$ cat src/rtl/pif_bus_pkg.sv
// Shared definitions for the PIF bus fabric: error codes, FSM encoding and the
// PIF memory map used when the fabric is instantiated next to the 6502 core.
package pif_bus_pkg;

  localparam int PIF_NUM_SLAVES = 8;
  localparam int PIF_ADDR_W     = 16;
  localparam int PIF_DATA_W     = 8;

  localparam logic [1:0] ERR_NONE     = 2'b00;
  localparam logic [1:0] ERR_TIMEOUT  = 2'b01;
  localparam logic [1:0] ERR_UNMAPPED = 2'b10;

  typedef enum logic [1:0] {
    ST_IDLE     = 2'd0,
    ST_WAIT     = 2'd1,
    ST_ERR_RESP = 2'd2
  } pif_state_e;

  localparam int IDX_RAM   = 0;
  localparam int IDX_PRAM  = 1;
  localparam int IDX_PROM  = 2;
  localparam int IDX_CRC   = 3;
  localparam int IDX_CTRL  = 4;
  localparam int IDX_EEP   = 5;
  localparam int IDX_N64IF = 6;
  localparam int IDX_ROMX  = 7;

  localparam logic [15:0] RAM_BASE   = 16'h0000;
  localparam logic [15:0] RAM_MASK   = 16'hF000;
  localparam logic [15:0] PRAM_BASE  = 16'h1000;
  localparam logic [15:0] PRAM_MASK  = 16'hF000;
  localparam logic [15:0] PROM_BASE  = 16'h2000;
  localparam logic [15:0] PROM_MASK  = 16'hF000;
  localparam logic [15:0] CRC_BASE   = 16'h3280;
  localparam logic [15:0] CRC_MASK   = 16'hFFE0;
  localparam logic [15:0] CTRL_BASE  = 16'h32A0;
  localparam logic [15:0] CTRL_MASK  = 16'hFFF0;
  localparam logic [15:0] EEP_BASE   = 16'h32B0;
  localparam logic [15:0] EEP_MASK   = 16'hFFF0;
  localparam logic [15:0] N64IF_BASE = 16'h32C0;
  localparam logic [15:0] N64IF_MASK = 16'hFFF0;
  // Slave 7 is a catch-all ROM window: an all-zero mask matches every address.
  localparam logic [15:0] ROMX_BASE  = 16'h0000;
  localparam logic [15:0] ROMX_MASK  = 16'h0000;

  localparam logic [PIF_NUM_SLAVES*PIF_ADDR_W-1:0] PIF_SLAVE_BASE = {
    ROMX_BASE, N64IF_BASE, EEP_BASE, CTRL_BASE,
    CRC_BASE, PROM_BASE, PRAM_BASE, RAM_BASE
  };

  localparam logic [PIF_NUM_SLAVES*PIF_ADDR_W-1:0] PIF_SLAVE_MASK = {
    ROMX_MASK, N64IF_MASK, EEP_MASK, CTRL_MASK,
    CRC_MASK, PROM_MASK, PRAM_MASK, RAM_MASK
  };

endpackage

$ cat src/rtl/pif_bus_decode.sv
// Combinational address decoder: lowest matching region index wins, otherwise
// the default slave, or an unmapped flag when there is no default.
module pif_bus_decode
  import pif_bus_pkg::*;
#(
  parameter int                            NUM_SLAVES    = 8,
  parameter int                            ADDR_W        = 16,
  parameter logic [NUM_SLAVES*ADDR_W-1:0]  SLAVE_BASE    = '0,
  parameter logic [NUM_SLAVES*ADDR_W-1:0]  SLAVE_MASK    = '0,
  parameter int                            DEFAULT_SLAVE = NUM_SLAVES
) (
  input  logic [ADDR_W-1:0]                   addr_i,
  output logic [$clog2(NUM_SLAVES+1)-1:0]     idx_o,
  output logic                                unmapped_o
);

  localparam int IDX_W = $clog2(NUM_SLAVES + 1);

  logic hit;

  // Walk downward so the lowest matching index is the last one written.
  always_comb begin
    hit   = 1'b0;
    idx_o = IDX_W'(DEFAULT_SLAVE);
    for (int i = NUM_SLAVES - 1; i >= 0; i--) begin
      if ((addr_i & SLAVE_MASK[i*ADDR_W +: ADDR_W]) ==
          (SLAVE_BASE[i*ADDR_W +: ADDR_W] & SLAVE_MASK[i*ADDR_W +: ADDR_W])) begin
        hit   = 1'b1;
        idx_o = IDX_W'(i);
      end
    end
  end

  assign unmapped_o = !hit && (DEFAULT_SLAVE >= NUM_SLAVES);

endmodule

$ cat src/rtl/pif_bus_fabric.sv
// Single-outstanding bus fabric between the PIF 6502 core and its slaves, with
// wait-state timeout, unmapped-address response and sticky error capture.
module pif_bus_fabric
  import pif_bus_pkg::*;
#(
  parameter int                            NUM_SLAVES    = 8,
  parameter int                            ADDR_W        = 16,
  parameter int                            DATA_W        = 8,
  parameter logic [NUM_SLAVES*ADDR_W-1:0]  SLAVE_BASE    = '0,
  parameter logic [NUM_SLAVES*ADDR_W-1:0]  SLAVE_MASK    = '0,
  parameter int                            DEFAULT_SLAVE = NUM_SLAVES,
  parameter int                            TIMEOUT       = 15,
  parameter logic [DATA_W-1:0]             ERR_DATA      = 8'hFF
) (
  input  logic                          clk_i,
  input  logic                          reset_i,
  input  logic                          cpu_req_i,
  input  logic [ADDR_W-1:0]             cpu_addr_i,
  input  logic                          cpu_we_i,
  input  logic [DATA_W-1:0]             cpu_wdata_i,
  output logic [DATA_W-1:0]             cpu_rdata_o,
  output logic                          cpu_ready_o,
  output logic [NUM_SLAVES-1:0]         slave_sel_o,
  output logic [NUM_SLAVES-1:0]         slave_wr_o,
  output logic [ADDR_W-1:0]             slave_addr_o,
  output logic [DATA_W-1:0]             slave_wdata_o,
  input  logic [NUM_SLAVES*DATA_W-1:0]  slave_rdata_i,
  input  logic [NUM_SLAVES-1:0]         slave_valid_i,
  input  logic                          err_clear_i,
  output logic                          bus_err_o,
  output logic [1:0]                    err_cause_o,
  output logic [ADDR_W-1:0]             err_addr_o
);

  localparam int IDX_W = $clog2(NUM_SLAVES + 1);
  localparam int TMR_W = (TIMEOUT < 1) ? 1 : $clog2(TIMEOUT + 1);
  localparam logic [TMR_W-1:0] TMR_MAX  = '1;
  localparam logic [TMR_W-1:0] TMR_LAST = (TIMEOUT > 0) ? TMR_W'(TIMEOUT - 1) : '0;

  localparam logic [1:0] S_IDLE     = 2'(ST_IDLE);
  localparam logic [1:0] S_WAIT     = 2'(ST_WAIT);
  localparam logic [1:0] S_ERR_RESP = 2'(ST_ERR_RESP);

  logic [1:0]        state_q, state_d;
  logic [IDX_W-1:0]  idx_q, idx_d;
  logic [ADDR_W-1:0] addr_q, addr_d;
  logic [TMR_W-1:0]  tmr_q, tmr_d;
  logic              bus_err_q;
  logic [1:0]        err_cause_q;
  logic [ADDR_W-1:0] err_addr_q;

  logic [IDX_W-1:0]  dec_idx;
  logic              dec_unmapped;
  logic              sel_valid;
  logic [DATA_W-1:0] sel_rdata;
  logic              issue;
  logic              err_ev;
  logic [1:0]        err_cause_ev;
  logic [ADDR_W-1:0] err_addr_ev;

  pif_bus_decode #(
    .NUM_SLAVES    (NUM_SLAVES),
    .ADDR_W        (ADDR_W),
    .SLAVE_BASE    (SLAVE_BASE),
    .SLAVE_MASK    (SLAVE_MASK),
    .DEFAULT_SLAVE (DEFAULT_SLAVE)
  ) u_decode (
    .addr_i     (cpu_addr_i),
    .idx_o      (dec_idx),
    .unmapped_o (dec_unmapped)
  );

  always_comb begin
    sel_valid = 1'b0;
    sel_rdata = '0;
    for (int i = 0; i < NUM_SLAVES; i++) begin
      if (idx_q == IDX_W'(i)) begin
        sel_valid = slave_valid_i[i];
        sel_rdata = slave_rdata_i[i*DATA_W +: DATA_W];
      end
    end
  end

  assign issue = (state_q == S_IDLE) && cpu_req_i && !reset_i;

  always_comb begin
    state_d = state_q;
    idx_d   = idx_q;
    addr_d  = addr_q;
    tmr_d   = tmr_q;
    case (state_q)
      S_IDLE: begin
        if (cpu_req_i) begin
          idx_d   = dec_idx;
          addr_d  = cpu_addr_i;
          tmr_d   = '0;
          state_d = dec_unmapped ? S_ERR_RESP : S_WAIT;
        end
      end
      S_WAIT: begin
        if (tmr_q != TMR_MAX) tmr_d = tmr_q + 1'b1;
        if (sel_valid) begin
          state_d = S_IDLE;
        end else if ((TIMEOUT != 0) && (tmr_q == TMR_LAST)) begin
          state_d = S_ERR_RESP;
        end
      end
      S_ERR_RESP: state_d = S_IDLE;
      default:    state_d = S_IDLE;
    endcase
  end

  always_comb begin
    slave_sel_o = '0;
    for (int i = 0; i < NUM_SLAVES; i++) begin
      slave_sel_o[i] = issue && !dec_unmapped && (dec_idx == IDX_W'(i));
    end
  end

  assign slave_wr_o    = slave_sel_o & {NUM_SLAVES{cpu_we_i}};
  assign slave_addr_o  = cpu_addr_i;
  assign slave_wdata_o = cpu_wdata_i;

  always_comb begin
    cpu_ready_o = 1'b0;
    cpu_rdata_o = '0;
    if (!reset_i) begin
      if (state_q == S_WAIT) begin
        cpu_ready_o = sel_valid;
        cpu_rdata_o = sel_rdata;
      end else if (state_q == S_ERR_RESP) begin
        cpu_ready_o = 1'b1;
        cpu_rdata_o = ERR_DATA;
      end
    end
  end

  // Errors are captured on the edge into ERR_RESP; IDLE-origin means unmapped.
  assign err_ev       = (state_d == S_ERR_RESP) && (state_q != S_ERR_RESP);
  assign err_cause_ev = (state_q == S_IDLE) ? ERR_UNMAPPED : ERR_TIMEOUT;
  assign err_addr_ev  = (state_q == S_IDLE) ? cpu_addr_i : addr_q;

  always_ff @(posedge clk_i) begin
    if (reset_i) begin
      state_q <= S_IDLE;
      idx_q   <= '0;
      addr_q  <= '0;
      tmr_q   <= '0;
    end else begin
      state_q <= state_d;
      idx_q   <= idx_d;
      addr_q  <= addr_d;
      tmr_q   <= tmr_d;
    end
  end

  // A clear coinciding with a new error lets the new error through.
  always_ff @(posedge clk_i) begin
    if (reset_i) begin
      bus_err_q   <= 1'b0;
      err_cause_q <= ERR_NONE;
      err_addr_q  <= '0;
    end else if (err_ev && (!bus_err_q || err_clear_i)) begin
      bus_err_q   <= 1'b1;
      err_cause_q <= err_cause_ev;
      err_addr_q  <= err_addr_ev;
    end else if (err_clear_i) begin
      bus_err_q   <= 1'b0;
      err_cause_q <= ERR_NONE;
      err_addr_q  <= '0;
    end
  end

  assign bus_err_o   = bus_err_q;
  assign err_cause_o = err_cause_q;
  assign err_addr_o  = err_addr_q;

endmodule

$ cat config.mk
export PLATFORM = sky130hd
export DESIGN_NAME = pif_bus_fabric
export DESIGN_NICKNAME = d
export VERILOG_FILES = /design/src/rtl/pif_bus_pkg.sv /design/src/rtl/pif_bus_decode.sv /design/src/rtl/pif_bus_fabric.sv
export SDC_FILE = /design/constraint.sdc
export NUM_CORES = 1
export LEC_CHECK = 0
export ABC_AREA = 1
export BUFFER_PORTS_ARGS = -buffer_cell sky130_fd_sc_hd__buf_2
export CORE_AREA = 8 8 93 95
export DETAILED_ROUTE_END_ITERATION = 7
export DIE_AREA = 0 0 101 103
export GPL_TIMING_DRIVEN = 0
export PLACE_DENSITY = 0.74
export SYNTH_ARGS = -nofsm -noshare
export SYNTH_HDL_FRONTEND = slang
export SYNTH_SLANG_ARGS = --single-unit
$ cat constraint.sdc
create_clock -name clk_i -period 1.7 [get_ports clk_i]
set_input_delay 0.34 -clock clk_i [delete_from_list [all_inputs] [get_ports clk_i]]
set_output_delay 0.34 -clock clk_i [all_outputs]
set_load 0.005 [all_outputs]
==> results.ini, run 1 <==
[sta]
worst_slew_pin_slew_ns=0.5803
finalMaxSlewViolations=0
finClkSkew_ns=0.007032
holdWs_ns=0.2652
finalSetupViolations=0
fmax_mhz=617.1
relSlewSlack_pct=61.31
fin_crit_sh_pct=95.32
min_period_ns=1.620
rsz0062_at_grt=no
hold_violations=0

[logic_synthesis]
syn_area_um2=2107
yosysSeqAreaShare_pct=38.95
synthCells=265
yosysTopAreaCell=dfxtp_1
avgSynthCellArea_um2=7.951
ys_seq_elements=41
yosysUniqueCellTypes=25
yosys_warnings=0
synth.area.top_cells=dfxtp_1, buf_4, nand4_1
synth_top_area_share_pct=38.95

[routing]
drt-pass1-iter-count=4
vias=1992
remaining_drc_errors=0
antenna_left=0
post_drt_wl_per_cell_um=12.14
drt_iter0_drc=42
drt_wl_total_um=5716
via_per_inst=4.229

[finish]
area_growth_pct=34.50
fin_cells=471
diodes=0
final_core_util_pct=39.71
fin_nets=474
drive_gt1_share_pct=44.62

[clocking]
clock-sinks=41
root_buffer=clkbuf_8
htree_num_levels=2
cts_made_buffers=5
clk_path_buf_depth=2
postCtsHoldBufs=0
clkLatencyLatePin_ns=0.29
clk_pin_slew_ns=0.08
cts_tree=built

[die]
die-area_um2=10400
fp.coreArea_um2=7137
die_w_um=101
io_pins=169
start_util_pct=29.52
die_height_um=103
rows=31

[worst_setup_path]
worstSetupEndpointType=primary output
arrival_ns=1.28
criticalPathCategory=reg -> out
worstSetupStartpointType=register
path_max_fanout=9
required_ns=1.36

[place]
dp.cells=460
dp_hpwl_um=4552
place.gp.congestion=0.7518
port_buffers=83

[run_status]
status=finished, final reports clean

[power]
ir_drop_uv=420.3
leakagePower_nw=1.400
finalPower_w=0.002008
power.density_nw_per_um2=708.6

[grt]
antenna_found_initial=0
grt_max_degree=20
grt_use_total_pct=10.44
grt_pass1_vias=1909
grt_pass1_wl_um=8638
grt_overflow=0

[min_path]
hold_class=in -> reg

[job]
maxCapViolCount=0

[path summary, 6_finish.rpt]
check	from	end	slack, ns	depth (start not counted)
hold / removal	cpu_addr_i[10]	addr_q[10]	0.27	3
setup reg to reg	tmr_q[0]	err_addr_o[11]	0.18	8
hold reg to reg	err_addr_o[9]	err_addr_o[9]	0.47	2
setup / recovery	state_q[0]	cpu_rdata_o[0]	0.08	5
[registers in the layout, indices dropped and copies added, names as in the netlist]
| signal | cells |
|---|---|
| addr_q | 16 |
| bus_err_o | 1 |
| err_addr_o | 16 |
| err_cause_o | 2 |
| state_q | 2 |
| tmr_q | 4 |
[per-stage QoR]
step | TNS, ns | setup slack (ns) | area [um2]
2_1_floorplan | 0 | 0.3692 | 2156
3_3_place_gp | -0.05069 | -0.05069 | 2695
3_5_place_dp | -0.09596 | -0.09596 | 2695
4_1_cts | 0 | 0.007880 | 2800
5_1_grt | 0 | 0.002773 | 2834
6_report | 0 | 0.07959 | 2834
[worst max-delay path, stage by stage, from the launching register on]
cell and delay, ns:
dfxtp_2 0.38, inv_2 0.04, nand2_1 0.10, nand3_2 0.16
nor2_1 0.17, buf_2 0.14
[area by class of cell]
cell class | count | area [um2]
fillers | 770 | 4303
multi-input cells | 157 | 859.6
flip-flops and latches | 41 | 823.3
repair buffers | 88 | 452.9
plain buffers | 47 | 354.1
well taps | 99 | 123.9
inverters | 31 | 118.9
clock buffers | 7 | 96.34
clock inverters | 1 | 5.005
[kinds of logic (layout without fill, tap and decap cells)]
kind of cell    after synthesis  after routing  share of synthesized area, %
simple gates                100            100                         26.43
buf+inv                      80            174                         22.80
compound gates               41             41                         10.45
flops                        41             41                         38.96
fa+ha+maj                     2              2                         1.187
other cells                   1             14                        0.1780
[metal layers]
| metal | GRT usage (%) | vias to the layer above | share of wire, % | routed length (um) |
|---|---|---|---|---|
| met4 | 5.155 | 0 | 1.8 | 104 |
| met1 | 10.99 | 881 | 41 | 2349 |
| met2 | 17.88 | 81 | 45 | 2597 |
| met3 | 4.119 | 6 | 12 | 665 |
| li1 | - | 1024 | - | - |
| met5 | 0 | - | 0 | 0 |
[cells in the final DEF, fill, tap and decap left out, drive strengths merged]
master / netlist / final
buf: 46 / 132
nor3: 1 / 1
nand4: 19 / 19
conb: 1 / 14
clkinv: 0 / 1
nand2: 32 / 32
nand3: 21 / 21
ha: 2 / 2
o21ai: 21 / 21
a21oi: 20 / 20
nor2: 24 / 24
nor3b: 1 / 1
inv: 31 / 31
or2: 2 / 2
dfxtp: 41 / 41
clkbuf: 3 / 10
[what timing repair did]
item / 4_1_cts / 5_1_grt
pin swaps: 0 / 1
setup buffers: 1 / 4
gates resized for setup: 2 / 3
endpoints found under the hold margin: 0 / 0
setup endpoints to repair: 10 / 4
[synth_stat cells]
master     n
dfxtp_1   41
buf_4     39
nand2_1   29
inv_1     27
nor2_1    22
o21ai_0   20
a21oi_1   19
nand4_1   19
nand3_1   11
nand3_2    9
buf_6      4
inv_2      4
buf_2      3
clkbuf_1   3
nand2_2    3
ha_1       2
nor2_8     2
a21oi_4    1
conb_1     1
nand3_4    1
nor3_1     1
nor3b_1    1
o21ai_2    1
or2_0      1
or2_2      1
[power by group]
group          internal (W)  switching, W
clock network      0.000367      0.000321
logic              0.000153      0.000154
registers          0.000992     0.0000216
Note: power is estimated with default switching activity, not from simulation.
==> run 2: changes to the inputs <==
--- a/config.mk
+++ b/config.mk
@@ -6,12 +6,14 @@
 export NUM_CORES = 1
 export LEC_CHECK = 0
 export ABC_AREA = 1
+export ABC_CLOCK_PERIOD_IN_PS = 1700
 export BUFFER_PORTS_ARGS = -buffer_cell sky130_fd_sc_hd__buf_2
 export CORE_AREA = 8 8 93 95
 export DETAILED_ROUTE_END_ITERATION = 7
 export DIE_AREA = 0 0 101 103
 export GPL_TIMING_DRIVEN = 0
 export PLACE_DENSITY = 0.74
+export SETUP_SLACK_MARGIN = 0.5
 export SYNTH_ARGS = -nofsm -noshare
 export SYNTH_HDL_FRONTEND = slang
 export SYNTH_SLANG_ARGS = --single-unit
==> results.ini, run 2 (synthesized netlist as in run 1, its figures left out) <==
[sta]
fmax_mhz=619.0  ; was 617.1 MHz
hold_violations=0  ; unchanged
finClkSkew_ns=0.006543  ; was 0.007032 ns
min_period_ns=1.615  ; was 1.620 ns
tns_ns=0  ; unchanged
finalMaxSlewViolations=0  ; unchanged
worst_slew_pin_slew_ns=0.6575  ; was 0.5803 ns
worst_slack_ns=0.08460  ; was 0.07959 ns
relSlewSlack_pct=56.17  ; was 61.31%
rsz0062_at_grt=yes  ; was no
fin_crit_sh_pct=95.02  ; was 95.32%
finalSetupViolations=0  ; unchanged

[routing]
via_per_inst=4.328  ; was 4.229
vias=2099  ; was 1,992
antenna_left=0  ; unchanged
post_drt_wl_per_cell_um=13.37  ; was 12.14 um
remaining_drc_errors=0  ; unchanged
drt-pass1-iter-count=4  ; unchanged
drt_iter0_drc=59  ; was 42
drt_wl_total_um=6483  ; was 5716 um

[clocking]
clk_path_buf_depth=2  ; unchanged
clkLatencyLatePin_ns=0.29  ; about the same
postCtsHoldBufs=0  ; unchanged
clk_pin_slew_ns=0.08  ; about the same
root_buffer=clkbuf_8  ; unchanged
cts_made_buffers=5  ; unchanged
cts_tree=built  ; unchanged
htree_num_levels=2  ; unchanged
clock-sinks=41  ; unchanged

[worst_setup_path]
path_common_cell=buf_6
worstSetupEndpointType=primary output  ; unchanged
path_max_fanout=4  ; was 9
crit_start=state_q[0]  ; unchanged
worstPathCellList=inv_2 -> nand4_1 -> inv_2 -> buf_6 -> buf_6 -> buf_6  ; was inv_2 -> nand2_1 -> nand3_2 -> nor2_1 -> buf_2
criticalPathCategory=reg -> out  ; unchanged
worstReg2RegStart=state_q[1]  ; was tmr_q[0]
worstSetupStartpointType=register  ; unchanged
required_ns=1.36  ; about the same
slowest_delay_ns=0.37  ; was 0.38 ns
critPathSlowestCell=dfxtp_4  ; was dfxtp_2
arrival_ns=1.28  ; about the same

[die]
io_pins=169  ; unchanged
start_util_pct=29.52  ; unchanged
die-area_um2=10400  ; unchanged
die_height_um=103  ; unchanged
fp.coreArea_um2=7137  ; unchanged
die_w_um=101  ; unchanged
rows=31  ; unchanged

[place]
dpl_cell_area_um2=2736  ; was 2695 um2
port_buffers=83  ; unchanged
pre_cts_ws_ns=0.06923  ; was -0.09596 ns
dp.cells=460  ; unchanged
place.gp.congestion=0.7827  ; was 0.7518
dp_hpwl_um=4597  ; was 4552 um

[run_status]
status=finished, final reports clean  ; unchanged

[finish]
drive_gt1_share_pct=55.44  ; was 44.62%
fin_nets=488  ; was 474
final_core_util_pct=45.32  ; was 39.71%
final_common_cell=buf_2  ; unchanged
layout_common_cells=buf_2, buf_4, dfxtp_1  ; unchanged
fin_cells=485  ; was 471
postLayoutCellArea_um2=3234  ; was 2834 um2
area_growth_pct=53.50  ; was 34.50%
fillCellCount=727  ; was 770
diodes=0  ; unchanged

[grt]
grt_use_total_pct=11.82  ; was 10.44%
antenna_found_initial=0  ; unchanged
grt_overflow=0  ; unchanged
grt_max_degree=14  ; was 20
grt_pass1_wl_um=9839  ; was 8638 um
grt_pass1_vias=2082  ; was 1,909

[power]
ir_drop_uv=405.0  ; was 420.3 uV
leakagePower_nw=1.508  ; was 1.400 nW
power.density_nw_per_um2=684.1  ; was 708.6 nW/um2

[min_path]
hold_class=in -> reg  ; unchanged
min_from=cpu_addr_i[3]  ; was cpu_addr_i[10]

[job]
maxCapViolCount=0  ; unchanged

==> run 2: worst max-delay path, delay by kind of cell, from the launching register on <==
| kind | cells | cell delay, ns |
|---|---|---|
| simple gates | 1 | 0.16 |
| flops | 1 | 0.37 |
| buf+inv | 5 | 0.45 |
==> run 2: routing by layer <==
metal	track usage (%)	part of all wire [%]	vias to the layer above
li1	-	-	1058
met1	12.78	40	950
met2	21.09	50	89
met3	4.254	9.5	2
met4	3.666	0.49	0
met5	0	0	-
==> run 2: path summary, 6_finish.rpt <==
check | slack (ns) | end | cells past startpoint
worst max-delay path | 0.08 | slave_sel_o[0] | 6
worst min-delay path | 0.26 | addr_q[3] | 3
worst max register to register | 0.34 | err_addr_o[7] | 8
worst min register to register | 0.47 | addr_q[6] | 2
==> run 2: final cells by class <==
class	instances	area, um2	share of cell area [%]
Clock buffer	6	82.58	2.553
Tap cell	99	123.9	3.830
Multi-Input combinational cell	158	1032	31.91
Buffer	49	396.6	12.26
Inverter	31	128.9	3.985
Clock inverter	2	37.54	1.161
Sequential cell	41	835.8	25.84
Timing Repair Buffer	99	596.8	18.45
==> run 2: stage by stage <==
step / total power (W) / hold slack (ns)
after floorplan: 0.001221 / 0.4428
after global placement: 0.001334 / 0.4571
after detailed placement: 0.001342 / 0.4605
after CTS: 0.002216 / 0.2512
after global routing: 0.002304 / 0.2568
final: 0.002213 / 0.2553
==> run 2: report_power, final <==
group | leakage [nW] | switching [W] | total [W] | internal [W]
registers | 0.337 | 0.0000216 | 0.00101 | 0.000989
clock network | 0.0574 | 0.000341 | 0.000819 | 0.000478
logic | 1.11 | 0.000191 | 0.000383 | 0.000193
total | 1.51 | 0.000553 | 0.00221 | 0.00166
==> run 2: what timing repair did <==
action,4_1_cts,5_1_grt
cloned,2,1
endpoints found under the setup margin,43,43
gates resized for setup,51,8
setup buffers,13,1
pin swaps,18,0
==> run 3: changes to the inputs <==
==> constraint.sdc (replaced) <==
create_clock -name clk_i -period 1.7 [get_ports clk_i]
set_input_delay 0.255 -clock clk_i [delete_from_list [all_inputs] [get_ports clk_i]]
set_output_delay 0.255 -clock clk_i [all_outputs]
set_load 0.005 [all_outputs]
==> results.ini, run 3 (synthesized netlist as in run 1, its figures left out) <==
[die]
fp.coreArea_um2=7137  ; unchanged
die-area_um2=10400  ; unchanged
rows=31  ; unchanged
start_util_pct=29.52  ; unchanged
die_height_um=103  ; unchanged
io_pins=169  ; unchanged
die_w_um=101  ; unchanged

[worst_setup_path]
path_max_fanout=4  ; unchanged
path_common_cell=buf_6  ; unchanged
cp_top_family=buffers and inverters  ; unchanged
worstPathCellList=inv_2 -> nand4_1 -> inv_2 -> buf_6 -> buf_6 -> buf_6  ; unchanged
slowest_delay_ns=0.37  ; about the same
arrival_ns=1.25  ; was 1.28 ns
critPathSlowestCell=dfxtp_4  ; unchanged
path_buf_inv=5  ; unchanged
required_ns=1.44  ; was 1.36 ns
worstSetupStartpointType=register  ; unchanged
worstSetupEndpointType=primary output  ; unchanged
criticalPathCategory=reg -> out  ; unchanged

[clocking]
htree_num_levels=2  ; unchanged
cts_tree=built  ; unchanged
clk_pin_slew_ns=0.08  ; about the same
clk_path_buf_depth=2  ; unchanged
clkLatencyLatePin_ns=0.29  ; about the same
clock-sinks=41  ; unchanged
postCtsHoldBufs=0  ; unchanged
cts_made_buffers=5  ; unchanged
root_buffer=clkbuf_8  ; unchanged

[finish]
drive_gt1_share_pct=55.96  ; was 55.44%
diodes=0  ; unchanged
final_core_util_pct=45.44  ; was 45.32%
fin_nets=488  ; unchanged
area_growth_pct=53.92  ; was 53.50%
layout_common_cells=buf_2, buf_4, dfxtp_1  ; unchanged
final_common_cell=buf_2  ; unchanged
postLayoutCellArea_um2=3243  ; was 3234 um2
fillCellCount=722  ; was 727

[place]
dp_hpwl_um=4547  ; was 4597 um
dpl_cell_area_um2=2718  ; was 2736 um2
place.gp.congestion=0.7678  ; was 0.7827
port_buffers=83  ; unchanged

[sta]
rsz0062_at_grt=yes  ; unchanged
relSlewSlack_pct=48.59  ; was 56.17%
tns_ns=0  ; unchanged
finClkSkew_ns=0.007340  ; was 0.006543 ns
finalSetupViolations=0  ; unchanged
hold_violations=0  ; unchanged
fin_crit_sh_pct=88.53  ; was 95.02%
min_period_ns=1.505  ; was 1.615 ns
worst_slew_pin_slew_ns=0.7712  ; was 0.6575 ns
finalMaxSlewViolations=0  ; unchanged
fmax_mhz=664.5  ; was 619.0 MHz

[grt]
grt_pass1_vias=2117  ; was 2,082
grt_overflow=0  ; unchanged
grt_max_degree=15  ; was 14
antenna_found_initial=0  ; unchanged
grt_pass1_wl_um=9887  ; was 9839 um
grt_use_total_pct=11.84  ; was 11.82%

[routing]
drt-pass1-iter-count=4  ; unchanged
drt_iter0_drc=115  ; was 59
vias=2097  ; was 2,099
via_per_inst=4.324  ; was 4.328
drt_wl_total_um=6351  ; was 6483 um
post_drt_wl_per_cell_um=13.09  ; was 13.37 um
remaining_drc_errors=0  ; unchanged
antenna_left=0  ; unchanged

[run_status]
status=finished, final reports clean  ; unchanged

[min_path]
hold_class=in -> reg  ; unchanged

[power]
power.density_nw_per_um2=663.4  ; was 684.1 nW/um2
ir_drop_uv=399.1  ; was 405.0 uV
leakagePower_nw=1.511  ; was 1.508 nW

[job]
maxCapViolCount=0  ; unchanged

-- run 3: what timing repair did --
action,CTS,global route
pin swaps,13,13
setup endpoints to repair,44,52
buffers inserted,14,1
gates resized for setup,42,26
cloned,2,0
-- run 3: path summary, 6_finish.rpt --
path,from,to,slack (ns),depth (start not counted)
setup / recovery,state_q[0],slave_sel_o[0],0.20,6
hold / removal,cpu_addr_i[9],addr_q[9],0.18,3
setup reg to reg,state_q[1],addr_q[12],0.33,5
hold reg to reg,err_addr_o[4],err_addr_o[4],0.47,2
-- run 3: report_power, final --
group	switching (W)	internal, W	leakage [nW]
Clock	0.000346	0.000439	0.0543
Combinational	0.000177	0.000177	1.12
Sequential	0.0000220	0.000991	0.336
-- run 3: worst reg2reg max path: stages (launching register included) --
cell	delay [ns]
dfxtp_2	0.34
inv_2	0.08
nand2_1	0.12
o21ai_2	0.34
clkbuf_2	0.28
o21ai_0	0.10
-- run 3: area by class of cell --
cell class / count / area (um2) / area share (%)
multi-input combinational: 157 / 1060 / 32.68
timing repair buffer: 100 / 603.1 / 18.60
tap: 99 / 123.9 / 3.819
buffer: 49 / 390.4 / 12.04
sequential: 41 / 832.0 / 25.66
clock buffer: 5 / 68.82 / 2.122
clock inverter: 3 / 46.29 / 1.427
inverter: 31 / 118.9 / 3.665
-- run 3: stage by stage --
stage	cells	hold slack (ns)	worst slack, ns	power [W]
2_1_floorplan	278	0.3677	0.4796	0.001215
3_3_place_gp	460	0.4575	0.1220	0.001327
3_5_place_dp	460	0.4628	0.1054	0.001335
4_1_cts	484	0.1711	0.1988	0.002153
5_1_grt	485	0.1852	0.1364	0.002257
6_report	485	0.1761	0.1951	0.002152
-- run 3: metal layers --
metal  up-vias  GRT usage (%)  part of all wire, %
met1       949          12.97                   39
met3         8          4.119                   11
met5         -              0                    0
met4         0          3.093                  1.4
met2        88          21.29                   49
li1       1052              -                    -
